--- src/rtl/mmu_addr_xlate.sv ---
// -----------------------------------------------------------------------------
// mmu_addr_xlate
//
// Two-stage virtual-to-physical address translator that sits in front of the
// CPU memory interface. Each request is classified by MIPS segment. Unmapped
// segments (kseg0/kseg1) translate directly. Mapped segments (kuseg,
// kseg2/kseg3) go through one TLB search port. The block returns a physical
// address, a cacheability flag and any TLB exception.
//
// Pipeline:
//   q1 : lookup stage. Holds {valid, vaddr, wr, asid} and drives the TLB
//        search port.
//   q2 : response stage. Holds the registered resp_* outputs.
//
// Ports:
//   clk, resetn          clock (rising edge), async active-low reset
//   flush                synchronous kill of everything in flight
//   req_*                request side, valid/ready handshake
//   s_*                  TLB search port (vpn2/odd/asid out, hit data in)
//   resp_*               response side, valid/ready handshake
// -----------------------------------------------------------------------------
module mmu_addr_xlate #(
    parameter int TLBNUM = 16
) (
    input  logic                       clk,
    input  logic                       resetn,
    input  logic                       flush,

    input  logic                       req_valid,
    output logic                       req_ready,
    input  logic [31:0]                req_vaddr,
    input  logic                       req_wr,
    input  logic [7:0]                 req_asid,

    output logic [18:0]                s_vpn2,
    output logic                       s_odd_page,
    output logic [7:0]                 s_asid,
    input  logic                       s_found,
    input  logic [$clog2(TLBNUM)-1:0]  s_index,
    input  logic [19:0]                s_pfn,
    input  logic [2:0]                 s_c,
    input  logic                       s_d,
    input  logic                       s_v,

    output logic                       resp_valid,
    input  logic                       resp_ready,
    output logic [31:0]                resp_paddr,
    output logic                       resp_uncached,
    output logic                       resp_ex,
    output logic [4:0]                 resp_excode,
    output logic                       resp_refill,
    output logic [31:0]                resp_badvaddr
);

    localparam logic [4:0] EXC_MOD  = 5'd1;
    localparam logic [4:0] EXC_TLBL = 5'd2;
    localparam logic [4:0] EXC_TLBS = 5'd3;

    localparam logic [2:0] SEG_KSEG0 = 3'b100;
    localparam logic [2:0] SEG_KSEG1 = 3'b101;

    localparam logic [2:0] CACHE_UNCACHED = 3'd2;

    // q1 (lookup stage)
    logic        q1_valid_q, q1_valid_d;
    logic [31:0] q1_vaddr_q, q1_vaddr_d;
    logic        q1_wr_q,    q1_wr_d;
    logic [7:0]  q1_asid_q,  q1_asid_d;

    // q2 (response stage)
    logic        resp_valid_q,    resp_valid_d;
    logic [31:0] resp_paddr_q,    resp_paddr_d;
    logic        resp_uncached_q, resp_uncached_d;
    logic        resp_ex_q,       resp_ex_d;
    logic [4:0]  resp_excode_q,   resp_excode_d;
    logic        resp_refill_q,   resp_refill_d;
    logic [31:0] resp_badvaddr_q, resp_badvaddr_d;

    // Translation result for whatever currently sits in q1
    logic [31:0] x_paddr;
    logic        x_uncached;
    logic        x_ex;
    logic [4:0]  x_excode;
    logic        x_refill;
    logic [2:0]  x_seg;

    logic q2_free;
    logic q1_advance;
    logic req_accept;

    // The hit index is reserved for future use; fold it so it stays visible.
    logic unused_s_index;
    assign unused_s_index = ^s_index;

    // Handshake
    assign q2_free    = !resp_valid_q || resp_ready;
    // Gating with resetn keeps requests from being acknowledged while the
    // pipeline is held in reset.
    assign req_ready  = resetn && !flush && (!q1_valid_q || q2_free);
    assign req_accept = req_valid && req_ready;
    assign q1_advance = q1_valid_q && q2_free;

    // The search port is driven from q1 so a stalled entry re-searches every
    // cycle and always sees the current TLB contents.
    assign s_vpn2     = q1_vaddr_q[31:13];
    assign s_odd_page = q1_vaddr_q[12];
    assign s_asid     = q1_asid_q;

    // Segment decode and TLB outcome
    always_comb begin
        x_paddr    = 32'd0;
        x_uncached = 1'b0;
        x_ex       = 1'b0;
        x_excode   = 5'd0;
        x_refill   = 1'b0;
        x_seg      = q1_vaddr_q[31:29];

        if (x_seg == SEG_KSEG0) begin
            x_paddr = {3'b000, q1_vaddr_q[28:0]};
        end else if (x_seg == SEG_KSEG1) begin
            x_paddr    = {3'b000, q1_vaddr_q[28:0]};
            x_uncached = 1'b1;
        end else if (!s_found) begin
            x_ex     = 1'b1;
            x_refill = 1'b1;
            x_excode = q1_wr_q ? EXC_TLBS : EXC_TLBL;
        end else if (!s_v) begin
            x_ex     = 1'b1;
            x_excode = q1_wr_q ? EXC_TLBS : EXC_TLBL;
        end else if (q1_wr_q && !s_d) begin
            x_ex     = 1'b1;
            x_excode = EXC_MOD;
        end else begin
            x_paddr    = {s_pfn, q1_vaddr_q[11:0]};
            x_uncached = (s_c == CACHE_UNCACHED);
        end
    end

    // q1 next state
    always_comb begin
        q1_valid_d = q1_valid_q;
        q1_vaddr_d = q1_vaddr_q;
        q1_wr_d    = q1_wr_q;
        q1_asid_d  = q1_asid_q;

        if (flush) begin
            q1_valid_d = 1'b0;
        end else if (req_accept) begin
            q1_valid_d = 1'b1;
            q1_vaddr_d = req_vaddr;
            q1_wr_d    = req_wr;
            q1_asid_d  = req_asid;
        end else if (q1_advance) begin
            q1_valid_d = 1'b0;
        end
    end

    // q2 next state
    always_comb begin
        resp_valid_d    = resp_valid_q;
        resp_paddr_d    = resp_paddr_q;
        resp_uncached_d = resp_uncached_q;
        resp_ex_d       = resp_ex_q;
        resp_excode_d   = resp_excode_q;
        resp_refill_d   = resp_refill_q;
        resp_badvaddr_d = resp_badvaddr_q;

        if (flush) begin
            resp_valid_d = 1'b0;
        end else if (q1_advance) begin
            resp_valid_d    = 1'b1;
            resp_paddr_d    = x_paddr;
            resp_uncached_d = x_uncached;
            resp_ex_d       = x_ex;
            resp_excode_d   = x_excode;
            resp_refill_d   = x_refill;
            resp_badvaddr_d = q1_vaddr_q;
        end else if (q2_free) begin
            // Consumer took the response and nothing is behind it.
            resp_valid_d = 1'b0;
        end
    end

    always_ff @(posedge clk or negedge resetn) begin
        if (!resetn) begin
            q1_valid_q      <= 1'b0;
            q1_vaddr_q      <= 32'd0;
            q1_wr_q         <= 1'b0;
            q1_asid_q       <= 8'd0;
            resp_valid_q    <= 1'b0;
            resp_paddr_q    <= 32'd0;
            resp_uncached_q <= 1'b0;
            resp_ex_q       <= 1'b0;
            resp_excode_q   <= 5'd0;
            resp_refill_q   <= 1'b0;
            resp_badvaddr_q <= 32'd0;
        end else begin
            q1_valid_q      <= q1_valid_d;
            q1_vaddr_q      <= q1_vaddr_d;
            q1_wr_q         <= q1_wr_d;
            q1_asid_q       <= q1_asid_d;
            resp_valid_q    <= resp_valid_d;
            resp_paddr_q    <= resp_paddr_d;
            resp_uncached_q <= resp_uncached_d;
            resp_ex_q       <= resp_ex_d;
            resp_excode_q   <= resp_excode_d;
            resp_refill_q   <= resp_refill_d;
            resp_badvaddr_q <= resp_badvaddr_d;
        end
    end

    assign resp_valid    = resp_valid_q;
    assign resp_paddr    = resp_paddr_q;
    assign resp_uncached = resp_uncached_q;
    assign resp_ex       = resp_ex_q;
    assign resp_excode   = resp_excode_q;
    assign resp_refill   = resp_refill_q;
    assign resp_badvaddr = resp_badvaddr_q;

endmodule
--- config.mk ---
export PLATFORM = sky130hd
export DESIGN_NAME = mmu_addr_xlate
export DESIGN_NICKNAME = d
export VERILOG_FILES = /design/src/rtl/mmu_addr_xlate.sv
export SDC_FILE = /design/constraint.sdc
export NUM_CORES = 1
export LEC_CHECK = 0
export ABC_AREA = 0
export BUFFER_PORTS_ARGS = -buffer_cell sky130_fd_sc_hd__buf_2
export CAP_MARGIN = 0
export CORE_MARGIN = 2
export CORE_UTILIZATION = 45
export DETAILED_ROUTE_END_ITERATION = 10
export GPL_TIMING_DRIVEN = 0
export PLACE_DENSITY_LB_ADDON = 0.15
export RECOVER_POWER = 100
export SKIP_CTS_REPAIR_TIMING = 1
export SYNTH_ARGS = -nofsm -noshare
export SYNTH_HDL_FRONTEND = slang
export SYNTH_SLANG_ARGS = --single-unit
--- constraint.sdc ---
create_clock -name clk -period 4.8 [get_ports clk]
set_clock_uncertainty 0.1 [all_clocks]
set_input_delay 0.24 -clock clk [delete_from_list [all_inputs] [get_ports clk]]
set_output_delay 0.24 -clock clk [all_outputs]
set_load 0.005 [all_outputs]
==> out/metrics.cfg, run 1 <==
[run_status]
status=finished, final reports clean

[global_route]
grt_start_max_net_pins=62
grt_pass1_wl_mm=18.5
antenna_found_initial=0
grt.met2_usage_pct=33.6
met3_usage_in_global_routing_pct=5.67
number_of_global_route_vias_before_repair=3503
global_route.usage.met1_pct=28.0
grt_use_total_pct=20.8
grt_peak_use_layer=met2
global_route.overflow_total=0

[finish]
final_cell_area_mm2=0.00625
antenna_cells_inserted=0
post_route_cells_drive_above_1_share_pct=33.2
syn2layout_area_growth_pct=28.0
fillerInstances=1004
total_nets_final=672

[power]
p_comb_share_pct=24.8
sequentialPowerShare_pct=50.4
netSwitchingPower_uw=734
p_int_mw=1.86
vdd.ir_drop.worst_v=0.000196
static-leakage-power_nw=2.90
swShare_pct=28.2
clockPowerShare_pct=24.8
power.density_cell_area_mw_per_mm2=416

[worst_setup_path]
worst-path-buf-inv=5
cp_top_family=buffers and inverters
cp_data_required_time_ps=4940
start_kind=input port
critical_path_arrival_ps=3230
crit_type=input port to flip-flop
slowest_library_cell_on_the_worst_path=buf_4
timing.critical_path.slowest_cell_delay_ps=550
r2r-start=q1_valid_q
worst_path_most_repeated_cell=clkbuf_1
path_cells=dlygate4sd3_1, buf_4, buf_16, and4b_1, clkbuf_1, clkbuf_1, mux2_1
maximum_fanout_along_the_worst_path=61
cp-startpoint=resetn
timing.critical_path.to_type=flip-flop
worstReg2RegEnd=resp_paddr[8]
ff2ff_path_depth=6
regToRegSetupSlack_ps=2400

[placed_design]
gp_congestion=0.764
detailed_place_hpwl_mm=8.51
io_buffers=170
placedInstanceArea_mm2=0.00594

[logic_synthesis]
synth-simple-area-share_pct=7.41
synthDominantAreaCellType=dfrtp_1
synth_top_cell_area_share_pct=57.4
synth_fa_ha_area_share_pct=0
total_number_of_yosys_warnings=0
combinational_family_with_the_most_area_after_synthesis=multiplexers
postSynthAreaPerCell_um2=13.0
synth_compound_gate_area_share_pct=8.79
postSynthRegisterBits=112
synth_area_leaders=dfrtp_1 (57%), mux2_4 (12%), mux2_2 (5.8%)
synth-edff-count=0
synth_cell_types=30
synth-xor-area-share_pct=0
syn_area_mm2=0.00488
yosys_most_used_dff=dfrtp_1
muxShareOfSynthArea_pct=17.8
synth.yosys.seq_area_share_pct=57.4
async_reset_ff_share_pct=100
synthesis.instances=376
synth_common_cells=dfrtp_1 (112), mux2_4 (39), mux2_2 (25)
count_leader_synth=dfrtp_1

[clocking]
tritoncts.num_buffers=9
htreeDepth=3
tritoncts=built
worst_skew_pair.late_latency_ps=360
clock-sinks=112
clk_pin_slew_ps=100
ctsLongestPathBuffers=2
root_buffer=clkbuf_8

[drt]
routed-via-count=3721
drt_pass1_iterations=4
drt-initial-drc-count=124
route.antenna.remaining_nets=0
detail_route.wl_per_cell_um=16.5
detail_route.vias_per_cell=5.04
route.final.wire_length_mm=12.2
post-route-drc-count=0

[worst_hold_path]
timing.hold.worst_path_depth=2
hold_path_class=input port to flip-flop
hold_path_end=q1_vaddr_q[5]
hold_start=req_vaddr[5]

[die]
starting_utilization_of_the_core_area_pct=45.6
fp.dieArea_mm2=0.0117
die-height_um=108
io_pins=178
area_of_the_core_mm2=0.0107
num_rows=38
chipWidth_um=108

[sta]
period_minus_slack_ps=3090
timing_worst_slew_pin_value_ps=702
report.final.slew_viol_count=0
slew_headroom_pct=53.2
final_report_setup_violation_count=0
rsz0062_at_grt=false
period_share_pct=64.3
final-hold-violation-count=0
timing.fmax_mhz=324
setup_total_negative_slack_ps=0

[flow_run]
max_cap_viol_count=0

==> logic make-up (layout without fill, tap and decap cells) <==
group           after synthesis  count (layout)
flops                       112             112
compound gates               68              68
simple gates                 67              67
mux                          64              64
buf+inv                      64             285
other cells                   1               3
==> cell type report <==
type | instances | area [um2] | share of cell area, %
clock buffers | 10 | 128 | 2.04
multi-input cells | 202 | 1530 | 24.5
well taps | 140 | 175 | 2.80
inverters | 13 | 48.8 | 0.781
plain buffers | 51 | 279 | 4.47
repair buffers | 207 | 1190 | 19.0
flip-flops and latches | 112 | 2800 | 44.9
clock inverters | 4 | 95.1 | 1.52
==> state kept, by name, indices dropped and copies added (netlist names) <==
name	count
q1_vaddr_q	32
resp_badvaddr	32
resp_paddr	32
s_asid	8
resp_excode	2
q1_valid_q	1
q1_wr_q	1
resp_ex	1
resp_refill	1
resp_uncached	1
resp_valid	1
==> layer usage <==
metal  vias up  share of wire, %  wire, um
li1       1745                 -         -
met4         0              0.74        90
met1      1837                44      5360
met5         -                 0         0
met3         9               6.7       815
met2       130                49      5910
==> stage by stage <==
step | hold WS, ps | cells | utilization (%) | setup slack, ps | total power, mW
floorplan | -156 | 378 | - | 3290 | 1.69
global placement | 349 | 688 | 55.3 | 1290 | 2.02
detailed placement | 230 | 689 | 55.6 | 2420 | 2.04
CTS | -169 | 703 | 57.6 | 2810 | 2.69
global route | -6.84 | 739 | 58.4 | 1440 | 2.76
finish | 4.56 | 739 | 58.4 | 1710 | 2.60
==> power by group through the flow <==
stage	Clock (mW)	Combinational, mW	Sequential (mW)
floorplan	0	0.359	1.33
global placement	0	0.697	1.32
detailed placement	0	0.712	1.33
CTS	0.657	0.716	1.31
global route	0.697	0.719	1.35
finish	0.644	0.644	1.31
==> worst max path at each step <==
stage | endpoint | slack [ps] | cells past startpoint
2_1_floorplan | resp_badvaddr[17] | 3290 | 5
3_3_place_gp | s_asid[7] | 1290 | 5
3_5_place_dp | q1_vaddr_q[15] | 2420 | 6
4_1_cts | q1_vaddr_q[15] | 2810 | 6
5_1_grt | q1_vaddr_q[15] | 1440 | 7
6_report | q1_vaddr_q[15] | 1710 | 7
==> placed cells by master, fill, tap and decap left out, drive strengths merged, types with 12 or more instances in the layout <==
| master | instances |
|---|---|
| nand4 | 18 |
| a21oi | 20 |
| mux2 | 64 |
| clkbuf | 94 |
| a31oi | 18 |
| dlygate4sd3 | 36 |
| buf | 138 |
| o2bb2ai | 15 |
| nand3 | 16 |
| dfrtp | 112 |
| nand2 | 20 |
| inv | 13 |
| o21ai | 12 |
Note: power is estimated with default switching activity, not from simulation.
==> run 2: changes to the inputs <==
==> constraint.sdc (replaced) <==
create_clock -name clk -period 2.91 [get_ports clk]
set_clock_uncertainty 0.1 [all_clocks]
set_input_delay 0.1455 -clock clk [delete_from_list [all_inputs] [get_ports clk]]
set_output_delay 0.1455 -clock clk [all_outputs]
set_load 0.005 [all_outputs]
==> out/metrics.cfg, run 2 (synthesis results as in run 1) <==
[sta]
setup_total_negative_slack_ps=0
final_report_setup_violation_count=0
slew_headroom_pct=53.5
worst_slack_ps=423
timing_worst_slew_pin_value_ps=698
period_minus_slack_ps=2490
hold_slack_ps=35.4
final-hold-violation-count=0
timing.fmax_mhz=402
rsz0062_at_grt=false
report.final.slew_viol_count=0
period_share_pct=85.5

[global_route]
global_route.overflow_total=0
met3_usage_in_global_routing_pct=5.67
grt_start_max_net_pins=62
grt_peak_use_layer=met2
global_route.usage.met1_pct=28.0
grt_pass1_wl_mm=18.5
antenna_found_initial=0
grt_use_total_pct=20.8
grt.met2_usage_pct=33.6
number_of_global_route_vias_before_repair=3503

[power]
power.density_cell_area_mw_per_mm2=655
vdd.ir_drop.worst_v=0.000330
report.power.total_mw=4.33
static-leakage-power_nw=3.05

[drt]
routed-via-count=3835
detail_route.vias_per_cell=5.00
drt_pass1_iterations=4
detail_route.wl_per_cell_um=16.4
post-route-drc-count=0
route.final.wire_length_mm=12.5
route.antenna.remaining_nets=0
drt-initial-drc-count=148

[clocking]
clock-sinks=112
htreeDepth=3
tritoncts=built
root_buffer=clkbuf_8
tritoncts.num_buffers=9
clk_pin_slew_ps=90
ctsLongestPathBuffers=2
worst_skew_pair.late_latency_ps=360

[worst_hold_path]
hold_start=s_d
hold_path_class=input port to flip-flop

[finish]
post_route_cells_drive_above_1_share_pct=32.7
final_core_utilization_pct=61.7
mostFrequentLayoutCells=buf_2 (132), dfrtp_1 (112), dlygate4sd3_1 (64), clkbuf_1 (60), mux2_1 (35)
fillerInstances=960
finalNonFillerCells=767
layout.cells.most_common=buf_2
total_nets_final=700
syn2layout_area_growth_pct=35.3
antenna_cells_inserted=0
final_cell_area_mm2=0.00661

[worst_setup_path]
r2r-start=resp_valid
cp_data_required_time_ps=3090
critical_path_arrival_ps=2670
timing.critical_path.to_type=flip-flop
start_kind=input port
maximum_fanout_along_the_worst_path=10
cp-startpoint=resp_ready
crit_type=input port to flip-flop

[die]
starting_utilization_of_the_core_area_pct=45.6
chipWidth_um=108
num_rows=38
die-height_um=108
io_pins=178
area_of_the_core_mm2=0.0107
fp.dieArea_mm2=0.0117

[placed_design]
io_buffers=170
placedInstanceArea_mm2=0.00594
detailed_place_hpwl_mm=8.51
gp_congestion=0.764
placement.setup.worst_slack_ps=625
numPlacedInstances=689

[run_status]
status=finished, final reports clean

[flow_run]
max_cap_viol_count=0

run 2: cell types whose count changed in the layout (fill, tap and decap cells not counted):
cell | before | now
buf_4 | 4 | 5
clkbuf_1 | 66 | 60
buf_12 | 0 | 4
buf_6 | 0 | 1
dlygate4sd3_1 | 36 | 64
run 2: report_power, final:
group / internal, mW / switching (mW) / leakage, nW
logic: 0.612 / 0.493 / 1.58
clock network: 0.562 / 0.497 / 0.112
registers: 1.93 / 0.230 / 1.36
run 2: area by class of cell:
class	count	area (um2)	area share [%]
clock buffer	10	128	1.93
inverter	13	48.8	0.739
timing repair buffer	235	1470	22.3
tap	140	175	2.65
sequential	112	2800	42.4
buffer	51	355	5.38
multi-input combinational	202	1530	23.2
clock inverter	4	95.1	1.44
run 2: layer usage:
layer  routed length, um  share of wire (%)
met1                5470                 44
met2                6170                 49
met3                 802                6.4
met4                 108               0.86
met5                   0                  0
run 2: worst max-delay path, cell delays in order:
cell and delay [ps]:
dlygate4sd3_1 540, clkbuf_1 110, nand2b_1 130, clkbuf_1 230
nand2_1 400, clkbuf_1 460, clkbuf_1 480, o2bb2ai_1 170
run 2: final timing paths:
path	endpoint	slack, ps	cells after the start
max in group asynchronous	resp_excode[1]	1720	3
worst min register to register	resp_paddr[5]	390	1
worst max register to register	resp_paddr[8]	540	6
min in group asynchronous	s_asid[2]	260	2
worst max-delay path	resp_paddr[8]	420	8
worst min-delay path	resp_excode[0]	40	3
